$ cat config.mk
export PLATFORM = sky130hd
export DESIGN_NAME = regbus_arbiter
export DESIGN_NICKNAME = d
export VERILOG_FILES = /design/src/rtl/regbus_pkg.sv /design/src/rtl/regbus_pick.sv /design/src/rtl/regbus_arbiter.sv
export SDC_FILE = /design/constraint.sdc
export NUM_CORES = 1
export LEC_CHECK = 0
export ABC_AREA = 1
export BUFFER_PORTS_ARGS = -buffer_cell sky130_fd_sc_hd__buf_2
export CORE_MARGIN = 2
export CORE_UTILIZATION = 35
export DETAILED_ROUTE_END_ITERATION = 6
export HOLD_SLACK_MARGIN = 0.1
export PLACE_DENSITY = 0.73
export SYNTH_ARGS = -nofsm -noshare
export SYNTH_HDL_FRONTEND = slang
export SYNTH_SLANG_ARGS = --single-unit
$ cat constraint.sdc
create_clock -name i_clk -period 1.6 [get_ports i_clk]
set_input_delay 0.24 -clock i_clk [delete_from_list [all_inputs] [get_ports i_clk]]
set_output_delay 0.24 -clock i_clk [all_outputs]
set_load 0.05 [all_outputs]
$ cat src/rtl/regbus_pkg.sv
// Shared types and constants for the register-bus arbiter.
package regbus_pkg;

  localparam int unsigned REGBUS_ADDRW  = 8;
  localparam int unsigned REGBUS_MAXREQ = 4;
  localparam int unsigned REGBUS_IDXW   = $clog2(REGBUS_MAXREQ);

  typedef enum logic [1:0] {
    ARB,
    ISSUE,
    RDATA
  } regbus_state_t;

endpackage

$ cat src/rtl/regbus_pick.sv
// Combinational winner picker: round-robin from a pointer when REGBUS_ARB_RR_EN is defined,
// otherwise fixed priority with the lowest index winning.
module regbus_pick
  import regbus_pkg::*;
#(
  parameter int unsigned NREQ = 2
) (
  input  logic [NREQ-1:0]        i_req,
`ifdef REGBUS_ARB_RR_EN
  input  logic [REGBUS_IDXW-1:0] i_ptr,
`endif
  output logic [NREQ-1:0]        o_gnt,
  output logic [REGBUS_IDXW-1:0] o_idx
);

  logic found;

  always_comb begin
    o_gnt = '0;
    o_idx = '0;
    found = 1'b0;
`ifdef REGBUS_ARB_RR_EN
    // Visit candidates in order ptr, ptr+1, ... wrapping at NREQ; first requester wins.
    for (int unsigned i = 0; i < NREQ; i++) begin
      for (int unsigned k = 0; k < NREQ; k++) begin
        if (!found && i_req[k] && (k == (32'(i_ptr) + i) % NREQ)) begin
          found    = 1'b1;
          o_gnt[k] = 1'b1;
          o_idx    = REGBUS_IDXW'(k);
        end
      end
    end
`else
    for (int unsigned k = 0; k < NREQ; k++) begin
      if (!found && i_req[k]) begin
        found    = 1'b1;
        o_gnt[k] = 1'b1;
        o_idx    = REGBUS_IDXW'(k);
      end
    end
`endif
  end

endmodule

$ cat src/rtl/regbus_arbiter.sv
// Arbitrates up to four requesters onto a single register-bank port.
// Define REGBUS_ARB_RR_EN for round-robin; default build is fixed priority.
module regbus_arbiter
  import regbus_pkg::*;
#(
  parameter int unsigned NREQ  = 2,
  parameter int unsigned DATAW = 8
) (
  input  logic                     i_clk,
  input  logic                     i_rst,
  input  logic [NREQ-1:0]          i_req,
  input  logic [NREQ-1:0]          i_we,
  input  logic [NREQ*REGBUS_ADDRW-1:0] i_addr,
  input  logic [NREQ*DATAW-1:0]    i_wdata,
  output logic [NREQ-1:0]          o_ack,
  output logic [DATAW-1:0]         o_rdata,
  output logic                     o_busy,
  output logic                     o_reg_we,
  output logic [REGBUS_ADDRW-1:0]  o_reg_addr,
  output logic [DATAW-1:0]         o_reg_wdata,
  input  logic [DATAW-1:0]         i_reg_rdata
);

  regbus_state_t state_q, state_d;

  logic [NREQ-1:0]         gnt_q, pick_gnt;
  logic [REGBUS_IDXW-1:0]  pick_idx;
  logic                    we_q, sel_we;
  logic [REGBUS_ADDRW-1:0] addr_q, sel_addr;
  logic [DATAW-1:0]        wdata_q, sel_wdata;
  logic                    latch;

`ifdef REGBUS_ARB_RR_EN
  logic [REGBUS_IDXW-1:0] ptr_q, ptr_d;
`endif

  regbus_pick #(
    .NREQ(NREQ)
  ) u_pick (
    .i_req(i_req),
`ifdef REGBUS_ARB_RR_EN
    .i_ptr(ptr_q),
`endif
    .o_gnt(pick_gnt),
    .o_idx(pick_idx)
  );

  always_comb begin
    sel_we    = 1'b0;
    sel_addr  = '0;
    sel_wdata = '0;
    for (int unsigned k = 0; k < NREQ; k++) begin
      if (pick_idx == REGBUS_IDXW'(k)) begin
        sel_we    = i_we[k];
        sel_addr  = i_addr[k*REGBUS_ADDRW +: REGBUS_ADDRW];
        sel_wdata = i_wdata[k*DATAW +: DATAW];
      end
    end
  end

  always_comb begin
    state_d  = state_q;
    latch    = 1'b0;
    o_ack    = '0;
    o_reg_we = 1'b0;
    o_rdata  = '0;
    unique case (state_q)
      ARB: begin
        if (|i_req) begin
          latch   = 1'b1;
          state_d = ISSUE;
        end
      end
      ISSUE: begin
        o_reg_we = we_q;
        if (we_q) begin
          o_ack   = gnt_q;
          state_d = ARB;
        end else begin
          state_d = RDATA;
        end
      end
      RDATA: begin
        o_ack   = gnt_q;
        o_rdata = i_reg_rdata;
        state_d = ARB;
      end
      default: state_d = ARB;
    endcase
    // A transaction interrupted by reset must never acknowledge.
    if (i_rst) begin
      o_ack   = '0;
      o_rdata = '0;
    end
  end

  always_ff @(posedge i_clk) begin
    if (i_rst) begin
      state_q <= ARB;
      gnt_q   <= '0;
      we_q    <= 1'b0;
      addr_q  <= '0;
      wdata_q <= '0;
    end else begin
      state_q <= state_d;
      if (latch) begin
        gnt_q   <= pick_gnt;
        we_q    <= sel_we;
        addr_q  <= sel_addr;
        wdata_q <= sel_wdata;
      end
    end
  end

`ifdef REGBUS_ARB_RR_EN
  always_comb begin
    ptr_d = ptr_q;
    if (latch) begin
      ptr_d = (32'(pick_idx) == NREQ - 1) ? '0 : pick_idx + 1'b1;
    end
  end

  always_ff @(posedge i_clk) begin
    if (i_rst) begin
      ptr_q <= '0;
    end else begin
      ptr_q <= ptr_d;
    end
  end
`endif

  // Address and data stay on the latched values outside ISSUE so the bank read mux is stable.
  assign o_reg_addr  = addr_q;
  assign o_reg_wdata = wdata_q;
  assign o_busy      = (state_q != ARB);

endmodule
Word level (Yosys, flattened, before mapping)
Index checks and enable logic that the tools add are counted.
Word-level totals
  bits in registers: 21
  bits of input ports: 46
  output and inout bits: 28
  logic and storage cells: 35
Operators by class
  eq/ne operators: 4
  muxes and demuxes: 20
  reductions and logical operators: 6
Operators by type and width (number)
  $mux 8: 6
  $mux 1: 8
  $mux 2: 4
  $pmux 2 s2: 2
  $eq 2x1->1 const B: 2
  $logic_not 2->1: 2
  $eq 2x2->1 const B: 1
  $ne 2x2->1 const B: 1
  $reduce_bool 2->1: 1
  $reduce_or 2->1: 1
  $logic_and 1x1->1: 1
  $logic_not 1->1: 1

Longest topological paths before layout
  depth in word-level cells: 7
  gate-level depth with buffers: 8
  gate-level depth less buffers: 7

Cells and area by module
From an unflattened synthesis, not the netlist that was laid out.
Unflattened totals
  cells, all modules: 223
  area total of the unflattened synthesis: 1378.8 µm²
Modules (own cells, without submodules)
  regbus_arbiter: instances 1, cells an instance 217, area an instance 1342.5 µm²
  regbus_pick: instances 1, cells an instance 6, area an instance 36.3 µm²

Least setup slack after synthesis
No wires, ideal clock.
  kind: reg2out
  start: register state_q[1]
  end: output o_ack[0]
  data arrival time: 2169 ps
  data required time: 1360 ps
  slack: -809 ps
  stages on the path, launching flop included: 7
  path buffers: 0
  path through: dfxtp_1 inv_1 ha_1 nand2_1 inv_1 nor2_1 nor3b_1
Between the ends
  word-level cells in the longest chain between the ends: 3
  elaborated cells between the ends (all ways): 4
Ends and longest elaborated chain
  start, declared: RTL line regbus_arbiter.sv:24  | regbus_state_t state_q, state_d;
  start signal, assigned: RTL line regbus_arbiter.sv:105  | state_q <= state_d;
  $eq 2x2->1 / $eq 2x1->1 (equally long branches): RTL line regbus_arbiter.sv:67  | unique case (state_q)
  $pmux 2 s2 *: RTL line regbus_arbiter.sv:67
  $mux 2 *: RTL line regbus_arbiter.sv:91  | if (i_rst) begin
  end, declared: RTL line regbus_arbiter.sv:15  | output logic [NREQ-1:0] o_ack,
Every way passes the cells marked *; elsewhere a longest branch is shown, timed or not.

Worst setup path after layout
  start: register state_q[1]
  end: output o_ack[1]
Same word-level chain as after synthesis.

==> results.yml <==
routing:
  routed_wirelength_mm: 3.04
  drt_drc_violations_left: 0
  drtPass1Iterations: 4
  vias: 1426
  drtIter0Drc: 39
  vias_per_cell: 4.06
  ant_nets: 0
  routedWlPerCell_um: 8.67
yosys:
  synth_common_cells: "nand2_1 (77), nor2_1 (62), inv_1 (38), dfxtp_1 (21)"
  ys_ff_latch: 21
  synth_cells: 228
  seq_area_frac_synth: 0.313
  syn_nets: 277
  yosys_warnings: 0
  synthArstFlopShare: 0
  ys_types: 21
  avgSynthCellArea_um2: 5.88
  synth-edff-count: 0
  synth_top_cell_area_share: 0.313
  synth.cell_area_um2: 1340
  synth-main-ff-cell: "dfxtp_1"
  yosys.area.top_type: "dfxtp_1"
  yosys-top-cells-area: "dfxtp_1 (31%), nand2_1 (22%), nor2_1 (17%)"
  yosysMostFrequentCell: "nand2_1"
grt:
  antenna_found_initial: 0
  met1_usage: 0.168
  top_usage_layer: "met2"
  grt_use_total: 0.143
  grt_pass1_vias: 1238
  grt_util_met2: 0.268
  overflow: 0
  grt_pass1_wl_mm: 4.95
  use_met3: 0.0153
  grt_max_degree: 35
placement:
  io_buffers: 73
  routabilityCongestion: 0.746
  hpwl_mm: 2.17
timing:
  period_needed_ns: 1.62
  finalHoldViolCount: 0
  slew_violations: 0
  setup_viol: 2
  fin_skew_ns: 0.00159
  whs_ns: 0.278
  slew-limit-headroom: 0.795
  worstMarginPinSlew_ns: 0.308
  max_freq_ghz: 0.618
  grt_setup_unrepaired: "yes"
  setup_slack_ns: -0.0170
  finalCritPeriodShare: 1.01
min_path:
  hold_path_class: "input port to flip-flop"
  hold_start: "i_addr[6]"
clocking:
  clockRootBuffer: "clkbuf_8"
  numCtsBuffers: 3
  htree_levels: 1
  path_clk_slew_ns: 0.08
  cts_tree: "yes"
  clk_path_buf_depth: 2
  clk_latency_ns: 0.25
  cts.sinks: 21
power_and_ir_drop:
  total_power_w: 0.00176
  p_leak_nw: 1.16
  p_per_area_nw_per_um2: 893
  pwr-share-seq: 0.360
  power_frac_comb: 0.447
  switching_share: 0.419
  clkPwrFrac: 0.193
  p_int_w: 0.00102
  ir_worst_vdd_mv: 0.359
  switchingPower_w: 0.000738
floorplan:
  dieWidth_um: 65.9
  ios: 74
  initial_utilization: 0.366
  coreArea_um2: 3660
  die_area_um2: 4340
  rows: 22
  die_h_um: 65.9
critical_path:
  rrSetupSlack_ns: 0.33
  rr_startpoint: "state_q[0]$_SDFFE_PP0P_"
  crit_path_start: "state_q[1]$_SDFFE_PP0P_"
  cp.arrival_ns: 1.38
  slowest_stage: "dfxtp_4"
  crit_chain: "inv_6 > ha_4 > nand2_4 > clkinvlp_4 > nor2_4 > nor3b_4 > buf_6"
  cp-start-kind: "flip-flop"
  setup.worst_path.class: "flip-flop to primary output"
  endpoint_kind: "primary output"
  slowest_delay_ns: 0.36
  critPathMaxFanout: 3
  critPathBufInv: 3
  critPathRequiredTime_ns: 1.36
  path_delay_family: "flip-flops"
run_status:
  violations: "setup timing"
  status: "finished, violations left"
cells_and_area:
  n_antenna_cell: 0
  nets: 353
  drive_gt1_frac: 0.383
  syn2layout_area_growth_pct: 47.0
job:
  cap_violations: 0
## per-layer routing
| layer | vias to the layer above | share of wire | wire length (um) |
|---|---|---|---|
| met1 | 584 | 0.44 | 1350 |
| met4 | 0 | 0.0082 | 25 |
| met5 | - | 0 | 0 |
| met3 | 2 | 0.055 | 166 |
| met2 | 43 | 0.49 | 1500 |
| li1 | 797 | - | - |
## layout by cell type, fill, tap and decap left out, types with 3 or more instances in the layout
cell and count:
nand2_2 4, nand2_4 3, buf_4 6, buf_6 11, nor2_1 53, nand2_1 75, nor2_2 8, ha_4 3
dfxtp_1 19, inv_1 35, buf_2 63, clkbuf_8 3
## worst min-delay path, delay by kind of cell
family | cells | cell delay [ns]
buffers and inverters | 1 | 0.07
and+or+nand+nor | 4 | 0.18
## cells by family after synthesis
logic type | count (synthesis) | share of synthesized area
DFF | 21 | 0.313
buffers and inverters | 49 | 0.173
and+or+nand+nor | 150 | 0.458
adders and majority gates | 3 | 0.0280
AOI/OAI and AO/OA | 5 | 0.0280
## power by group through the flow
stage	logic (W)	clock network [W]	registers, W
floorplan	0.000387	0	0.000834
global placement	0.000735	0	0.000639
detailed placement	0.000740	0	0.000639
CTS	0.000778	0.000361	0.000630
global route	0.000868	0.000377	0.000641
finish	0.000788	0.000340	0.000633
## through the flow
step / worst slack [ns] / setup TNS, ns / cells / util / instance area (um2)
after CTS: -0.0260 / -0.232 / 349 / 0.527 / 1930
after global placement: 0.0822 / 0 / 343 / 0.486 / 1780
after global routing: -0.0889 / -0.286 / 351 / 0.539 / 1970
final: -0.0170 / -0.0335 / 351 / 0.539 / 1970
after floorplan: -0.00850 / -0.0170 / 228 / - / 1410
after detailed placement: 0.0601 / 0 / 343 / 0.486 / 1780
## final timing paths
kind,end,depth (start not counted)
setup / recovery,o_ack[1],7
hold / removal,o_reg_addr[6]$_SDFFE_PP0P_,5
setup reg to reg,o_reg_wdata[4]$_SDFFE_PP0P_,7
hold reg to reg,gnt_q[1]$_SDFFE_PP0P_,2
## area by class of cell
cell class / count / area (um2)
Clock inverter: 1 / 5.00
Timing Repair Buffer: 80 / 484
Fill cell: 370 / 1690
Clock buffer: 3 / 41.3
Multi-Input combinational cell: 158 / 792
Tap cell: 48 / 60.1
Sequential cell: 21 / 428
Inverter: 40 / 161
## registers in the layout, indices dropped and copies added, names as in the netlist
name,flops
gnt_q,2
o_reg_addr,8
o_reg_wdata,8
state_q,2
we_q,1
## repair_timing
item                       CTS  global route
setup buffers                2             2
hold buffers                 0             0
pin swaps                    5             3
resized for setup           27             7
setup endpoints to repair   11            11
No activity file was read; power rests on OpenSTA's default activity.
